$ cat src/rtl/cordic_seq_ctrl.sv
// Sequencer for the iterative CORDIC datapath: accepts one job, drives
// the load and micro-rotation cycles, then returns the captured result.
module cordic_seq_ctrl #(
   parameter int FIXED_POINT = 14,
   parameter int ANGLE_W     = 17,
   parameter int ITERATIONS  = 14,
   parameter int SHIFT_W     = 4
) (
   input  logic                   clk,
   input  logic                   rst,
   input  logic                   flush,
   input  logic                   req_valid,
   output logic                   req_ready,
   input  logic [ANGLE_W-1:0]     req_theta,
   input  logic [FIXED_POINT-1:0] req_x,
   input  logic [FIXED_POINT-1:0] req_y,
   output logic [ANGLE_W-1:0]     cordic_theta,
   output logic [FIXED_POINT-1:0] cordic_x,
   output logic [FIXED_POINT-1:0] cordic_y,
   output logic                   cordic_enable,
   output logic                   cordic_load,
   output logic [SHIFT_W-1:0]     cordic_shift,
   input  logic [FIXED_POINT-1:0] cordic_x_out,
   input  logic [FIXED_POINT-1:0] cordic_y_out,
   output logic                   res_valid,
   input  logic                   res_ready,
   output logic [FIXED_POINT-1:0] res_x,
   output logic [FIXED_POINT-1:0] res_y,
   output logic                   busy
);

   typedef enum logic [2:0] {
      S_IDLE,
      S_LOAD,
      S_ITER,
      S_CAPT,
      S_DONE
   } state_t;

   localparam logic [SHIFT_W-1:0] K_LAST = SHIFT_W'(ITERATIONS - 1);

   state_t             state;
   state_t             state_nxt;
   logic [SHIFT_W-1:0] k;
   logic [SHIFT_W-1:0] k_nxt;
   logic               accept;

   assign req_ready = (state == S_IDLE) && !flush;
   assign accept    = req_valid && req_ready;

   always_ff @(posedge clk or negedge rst) begin
      if (!rst) begin
         state <= S_IDLE;
      end else begin
         state <= state_nxt;
      end
   end

   always_comb begin
      state_nxt = state;
      if (flush) begin
         state_nxt = S_IDLE;
      end else begin
         unique case (state)
            S_IDLE: if (accept) state_nxt = S_LOAD;
            S_LOAD: state_nxt = S_ITER;
            S_ITER: if (k == K_LAST) state_nxt = S_CAPT;
            S_CAPT: state_nxt = S_DONE;
            S_DONE: if (res_ready) state_nxt = S_IDLE;
            default: state_nxt = S_IDLE;
         endcase
      end
   end

   always_comb begin
      cordic_enable = 1'b0;
      cordic_load   = 1'b0;
      res_valid     = 1'b0;
      busy          = (state != S_IDLE);
      unique case (state)
         S_LOAD: cordic_enable = 1'b1;
         S_ITER: begin
            cordic_enable = 1'b1;
            cordic_load   = 1'b1;
         end
         S_DONE: res_valid = 1'b1;
         default: ;
      endcase
   end

   // k is zero outside ITER, so it doubles as the registered shift output
   always_comb begin
      k_nxt = '0;
      if (!flush && state == S_ITER && k != K_LAST) begin
         k_nxt = k + SHIFT_W'(1);
      end
   end

   always_ff @(posedge clk or negedge rst) begin
      if (!rst) begin
         k <= '0;
      end else begin
         k <= k_nxt;
      end
   end

   assign cordic_shift = k;

   always_ff @(posedge clk or negedge rst) begin
      if (!rst) begin
         cordic_theta <= '0;
         cordic_x     <= '0;
         cordic_y     <= '0;
      end else if (accept) begin
         cordic_theta <= req_theta;
         cordic_x     <= req_x;
         cordic_y     <= req_y;
      end
   end

   always_ff @(posedge clk or negedge rst) begin
      if (!rst) begin
         res_x <= '0;
         res_y <= '0;
      end else if (state == S_CAPT && !flush) begin
         res_x <= cordic_x_out;
         res_y <= cordic_y_out;
      end
   end

endmodule

$ cat config.mk
export PLATFORM = sky130hd
export DESIGN_NAME = cordic_seq_ctrl
export DESIGN_NICKNAME = d
export VERILOG_FILES = /design/src/rtl/cordic_seq_ctrl.sv
export SDC_FILE = /design/constraint.sdc
export NUM_CORES = 1
export LEC_CHECK = 0
export BUFFER_PORTS_ARGS = -buffer_cell sky130_fd_sc_hd__buf_2
export CORE_ASPECT_RATIO = 0.7
export CORE_MARGIN = 2
export CORE_UTILIZATION = 45
export DETAILED_ROUTE_END_ITERATION = 6
export PLACE_DENSITY = 0.78
export SLEW_MARGIN = 10
export SYNTH_ARGS = -nofsm -noshare
export SYNTH_HDL_FRONTEND = slang
export SYNTH_SLANG_ARGS = --single-unit
$ cat constraint.sdc
create_clock -name clk -period 3.3 [get_ports clk]
set_clock_uncertainty 0.15 [all_clocks]
set_input_delay 0.33 -clock clk [delete_from_list [all_inputs] [get_ports clk]]
set_output_delay 0.33 -clock clk [all_outputs]
set_load 0.005 [all_outputs]
==> results of run 1 <==
==> per-layer routing <==
metal / up-vias / GRT usage, % / part of all wire, %
met1: 1031 / 23.0 / 46
li1: 989 / - / -
met4: 0 / 5.26 / 0.81
met3: 5 / 7.61 / 8.7
met5: - / 0 / 0
met2: 96 / 26.1 / 45
==> metrics by stage <==
stage          power, µW  hold slack, ps  instances  setup slack [ps]  utilization, %
2_1_floorplan       1760            -116        189              1630               -
3_3_place_gp        2100             335        438              1220            57.6
3_5_place_dp        2130             336        438              1180            57.6
4_1_cts             2800            18.6        454              1160            60.1
5_1_grt             2930            27.4        454              1060            60.1
6_report            2760           -21.2        454              1190            60.1
==> layout by cell type (no fill, tap or decap), types with 7 or more instances in the layout <==
| cell type | instances |
|---|---|
| clkbuf_8 | 9 |
| buf_2 | 158 |
| nor2_1 | 7 |
| dfrtp_1 | 80 |
| mux2_2 | 24 |
| mux2_4 | 49 |
==> cells in the mapped netlist <==
cell type / n
xnor2_1: 2
nand3_1: 2
clkbuf_2: 1
a21o_1: 1
nor3b_1: 2
buf_2: 2
mux2_2: 24
nor2_1: 7
ha_1: 2
nand4b_1: 1
or3_1: 1
buf_6: 6
nand4_1: 1
xor2_1: 1
dfrtp_1: 80
nor3_1: 1
and3_1: 1
a2111oi_0: 1
mux2_4: 49
nand2b_1: 1
nor4_4: 1
inv_1: 1
nand2_4: 1
==> flip-flops by register name, summed over array words and instances, names as in the netlist <==
register	cells
cordic_x	14
state	3
cordic_y	14
res_y	14
res_x	14
cordic_shift	4
cordic_theta	17
==> power groups by stage <==
stage | clock network [µW] | logic, µW | registers (µW)
2_1_floorplan | 0 | 365 | 1390
3_3_place_gp | 0 | 733 | 1370
3_5_place_dp | 0 | 753 | 1380
4_1_cts | 680 | 756 | 1360
5_1_grt | 724 | 810 | 1400
6_report | 653 | 742 | 1360
==> area by class of cell <==
class | count | share of cell area [%]
flip-flops and latches | 80 | 46.3
well taps | 98 | 2.84
clock buffers | 9 | 2.87
multi-input cells | 99 | 27.7
inverters | 1 | 0.0869
clock inverters | 7 | 1.27
repair buffers | 160 | 18.9
==> worst max-delay path, delay by kind of cell, from the launching register on <==
kind | cells | cell delay, ps
buf+inv | 1 | 250
flops | 1 | 480
simple gates | 2 | 750
mux | 1 | 350
==> cells by family after synthesis <==
kind of cell,synth area share [%]
AOI/OAI and AO/OA,0.495
xor gates and xnor gates,0.800
adders and majority gates,0.762
buffers and inverters,2.63
DFF,61.0
muxes,30.6
and+or+nand+nor,3.73
==> worst max path at each step <==
stage / endpoint / depth (start not counted) / start
floorplan: cordic_theta[0]$_DFFE_PN0P_ / 5 / state[1]$_DFFE_PN0P_
global placement: res_y[11]$_DFFE_PN0P_ / 5 / flush
detailed placement: res_x[3]$_DFFE_PN0P_ / 5 / flush
CTS: res_x[1]$_DFFE_PN0P_ / 4 / state[2]$_DFFE_PN0P_
global route: res_x[1]$_DFFE_PN0P_ / 4 / state[2]$_DFFE_PN0P_
finish: res_y[7]$_DFFE_PN0P_ / 4 / state[2]$_DFFE_PN0P_
==> reports/qor.yml, run 1 <==
grt:
  grt_pass1_vias: 2107
  grt_pass1_wl_um: 10500
  grt_max_degree: 81
  grt_antenna_before_repair: 0
  grtUsageTotal_pct: 17.3
  grt_overflow_total: 0
cts:
  holdBufCountCts: 0
  root_buffer: "clkbuf_8"
  cts_resized: 0
  cts.sinks: 80
  tritoncts: "built"
  cts_setup_buffers: 0
  h-tree-depth: 3
  clock_latency_ps: 350
  clk_pin_slew_worst_paths_ps: 90
  cts.path.max_buffers: 2
  cts-buffers-inserted: 9
outcome:
  violations: "hold timing"
  status: "complete, but fails checks"
finish:
  fillers: 565
  n_antenna_cell: 0
  drive_gt1_share_pct: 70.5
  area_delta_synth_final_pct: 31.6
  seq_area_um2: 2000
  multiInputGateArea_um2: 1200
  final_cell_area_um2: 4320
  nNetsFinal: 431
place:
  io_buffers: 159
  place_congestion: 0.732
  dp_hpwl_um: 4850
  placed_area_um2: 4140
critical_path:
  worstReg2RegStart: "state[2]$_DFFE_PN0P_"
  cp.required_ps: 3370
  critPathCaptureType: "register"
  cp.arrival_ps: 2180
  crit_path_max_fanout: 17
  crit_slowest_cell: "and3_1"
  cp_cell_sequence: "nor2_1 > and3_1 > buf_12 > mux2_2"
  worstSetupPathType: "register to register"
  reg2reg_slack_ps: 1190
  startpoint_type: "register"
  timing.rr.end: "res_y[7]$_DFFE_PN0P_"
  slowest_delay_ps: 590
  reg2regPathDepth: 4
timing:
  finalCriticalPeriod_ps: 2110
  worst_slew_pin_slew_ps: 977
  min_period_over_period_pct: 63.9
  whs_ps: -21.2
  slew_violations: 0
  setup_viol: 0
  clock.fmax_mhz: 474
  hold_violations: 13
  slew_headroom_pct: 34.9
  setup_tns_ps: 0
  rsz0062_at_grt: "false"
floorplan:
  ios: 160
  die_w_um: 106
  std_cell_rows: 26
  core-area_um2: 7190
  die_area_um2: 8010
  start_util_pct: 45.7
  die_h_um: 75.5
power:
  power.leakage_uw: 0.00236
  seqPwrFrac_pct: 49.4
  p_comb_share_pct: 26.9
  p_clk_share_pct: 23.7
  p_per_area_nw_per_um2: 638
  ir_drop_mv: 0.322
  intPower_uw: 1990
  p_switching_uw: 767
  sw_frac_of_total_pct: 27.8
synthesis:
  synth_warnings: 0
  synth_area_leaders: "dfrtp_1 61%, mux2_4 22%, mux2_2 8.2%"
  avgSynthCellArea_um2: 17.4
  syn_inst: 189
  synth_cell_type_count: 23
  synth_largest_area_cell: "dfrtp_1"
  synth-seq-cells: 80
  synthesis.area_um2: 3280
  syn_nets: 269
  ys_seq_area_share_pct: 61.0
  synth.top_cell.area_share_pct: 61.0
route:
  dr.pass1.iters: 4
  drc: 0
  ant_nets: 0
  routed_via_density: 4.67
  wl_per_cell_um: 14.9
  first_iter_violations: 74
  wl_um: 6780
  vias: 2121
worst_hold_path:
  hold_class: "primary input to async pin"
job:
  maxCapViolCount: 0
Power figures use the tool's default switching activity.
==> run 2: changes to the inputs <==
CORE_UTILIZATION = 41   (was 45)
PLACE_DENSITY = 0.75   (was 0.78)
clock period = 1.9 ns   (was 3.3 ns; I/O delays follow)
==> run 2 against run 1 <==
The flow now finishes without violations. Worst setup slack got worse by 1100 ps. Core utilization increased by 7.6 points. Count of clock-buffer cells in the layout increased by 1. Non-clock buffer count increased by 78. Sequential share of layout area decreased by 8.4 points. Register-to-register slack got worse by 1000 ps. Wire length increased by 16%. Power increased by 110%. Die area increased by 9.3%. Critical path type is now primary input to register. Largest cell class unchanged. Largest power group unchanged.
==> reports/qor.yml, run 2 (synthesized netlist as in run 1, its figures left out) <==
outcome:
  status: "complete, no violations"
place:
  dp.cells: 444  # +1.4%
  dp_hpwl_um: 4720  # -2.7%
  io_buffers: 159  # unchanged
  placed_area_um2: 4190  # +1.2%
  place_congestion: 0.790  # +7.9%
grt:
  grtUsageTotal_pct: 18.4  # +1.1 points
  grt_max_degree: 46  # -43%
  grt_antenna_before_repair: 0  # unchanged
  grt_pass1_vias: 2572  # +22%
  grt_pass1_wl_um: 12600  # +20%
  grt_overflow_total: 0  # unchanged
floorplan:
  die_area_um2: 8750  # +9.3%
  std_cell_rows: 27  # +3.8%
  ios: 160  # unchanged
  die_w_um: 111  # +4.6%
  die_h_um: 78.9  # +4.5%
  start_util_pct: 42.1  # -3.6 points
  core-area_um2: 7800  # +8.5%
critical_path:
  cp.required_ps: 1960  # -1410 ps
  cp.arrival_ps: 1880  # -300 ps
  crit_path_max_fanout: 45  # +28
  worstSetupPathType: "primary input to register"
  startpoint_type: "primary input"
  critPathCaptureType: "register"
finish:
  area_delta_synth_final_pct: 60.8
  drive_gt1_share_pct: 58.3  # -12 points
  largest-register: "cordic_theta"
  final_cell_area_um2: 5280  # +22%
  largest_reg_flops: 17  # unchanged
  fin_cells: 535  # +18%
  n_antenna_cell: 0  # unchanged
  final_common_cell: "buf_2"
  mostFrequentLayoutCells: "158 x buf_2, 80 x dfrtp_1, 75 x dlygate4sd3_1, 49 x mux2_4, 24 x mux2_2"
  nNetsFinal: 509  # +18%
cts:
  cts.sinks: 80  # unchanged
  cts_setup_buffers: 0  # unchanged
  tritoncts: "built"
  cts-buffers-inserted: 9  # unchanged
  clk_pin_slew_worst_paths_ps: 60  # -30 ps
  root_buffer: "clkbuf_16"
  clock_latency_ps: 330  # -20 ps
  cts_resized: 0  # unchanged
  cts.path.max_buffers: 2  # unchanged
  h-tree-depth: 3  # unchanged
power:
  seqPwrFrac_pct: 41.6  # -7.8 points
  p_total_uw: 5730  # +110%
  intPower_uw: 4370  # +120%
  ir_drop_mv: 0.779  # +140%
  p_comb_share_pct: 24.9  # -2.0 points
  sw_frac_of_total_pct: 23.8  # -3.9 points
  power.leakage_uw: 0.00277  # +17%
  p_clk_share_pct: 33.5  # +9.8 points
  p_per_area_nw_per_um2: 1090  # +70%
  p_switching_uw: 1370  # +78%
route:
  first_iter_violations: 109  # +47%
  ant_nets: 0  # unchanged
  drc: 0  # unchanged
  top_layer_used: "met4"
  vias: 2435  # +15%
  wl_per_cell_um: 14.7  # -1.8%
  dr_wl_met3_um: 531  # -9.5%
  routed_via_density: 4.55  # -2.6%
  dr.pass1.iters: 4  # unchanged
  wl_um: 7850  # +16%
  wl_met1_um: 3390  # +9.6%
  wl_met2_um: 3770  # +24%
timing:
  slew_headroom_pct: 67.1  # +32 points
  slew_violations: 0  # unchanged
  hold_violations: 0  # -13
  whs_ps: 32.2  # +53.4 ps
  worst_slew_pin_slew_ps: 493  # -484 ps
  rsz0062_at_grt: "false"
  clock.fmax_mhz: 549
  min_period_over_period_pct: 95.8
  setup_viol: 0  # unchanged
  finalCriticalPeriod_ps: 1820
  setup_tns_ps: 0  # unchanged
job:
  maxCapViolCount: 0  # unchanged
worst_hold_path:
  hold_class: "primary input to register"
-- run 2: repair_timing --
action | 4_1_cts | 5_1_grt
endpoints found under the hold margin | 112 | 0
hold buffers | 75 | 0
endpoints found under the setup margin | 0 | 0
-- run 2: area by class of cell --
| type | instances | area [µm²] |
|---|---|---|
| Sequential cell | 80 | 2000 |
| Inverter | 1 | 3.75 |
| Multi-Input combinational cell | 99 | 1200 |
| Clock inverter | 6 | 108 |
| Tap cell | 101 | 126 |
| Fill cell | 518 | 2520 |
| Timing Repair Buffer | 238 | 1620 |
| Clock buffer | 10 | 229 |
-- run 2: power groups by stage --
stage	Combinational (µW)	Sequential [µW]	Clock, µW
2_1_floorplan	634	2420	0
3_5_place_dp	1310	2390	0
3_3_place_gp	1270	2380	0
5_1_grt	1540	2430	2070
6_report	1430	2380	1920
4_1_cts	1430	2370	1980
-- run 2: metrics by stage --
stage / setup WS [ps] / util [%]
detailed placement: 183 / 53.7
global placement: 214 / 53.7
finish: 80.1 / 67.7
CTS: 106 / 67.7
floorplan: 234 / -
global route: 24.8 / 67.7
-- run 2: routing by layer --
| layer | GRT usage, % | up-vias |
|---|---|---|
| met4 | 7.25 | 0 |
| met3 | 6.64 | 17 |
| met2 | 30.7 | 106 |
| li1 | - | 1146 |
| met5 | 0 | - |
| met1 | 22.1 | 1166 |
-- run 2: final timing paths --
check	start	endpoint	slack (ps)	cells after the start
min reg2reg	res_x[3]$_DFFE_PN0P_	res_x[3]$_DFFE_PN0P_	350	1
min	req_valid	state[0]$_DFFE_PN0P_	30	3
max in group asynchronous	rst	cordic_theta[14]$_DFFE_PN0P_	780	3
max reg2reg	state[2]$_DFFE_PN0P_	cordic_y[3]$_DFFE_PN0P_	160	4
min in group asynchronous	rst	res_x[12]$_DFFE_PN0P_	220	2
max	flush	cordic_y[3]$_DFFE_PN0P_	80	6
-- run 2: worst max-delay path, stage by stage --
cell	delay, ps
dlygate4sd3_1	530
buf_2	160
nor4_4	340
nand2_4	80
buf_12	210
mux2_4	330
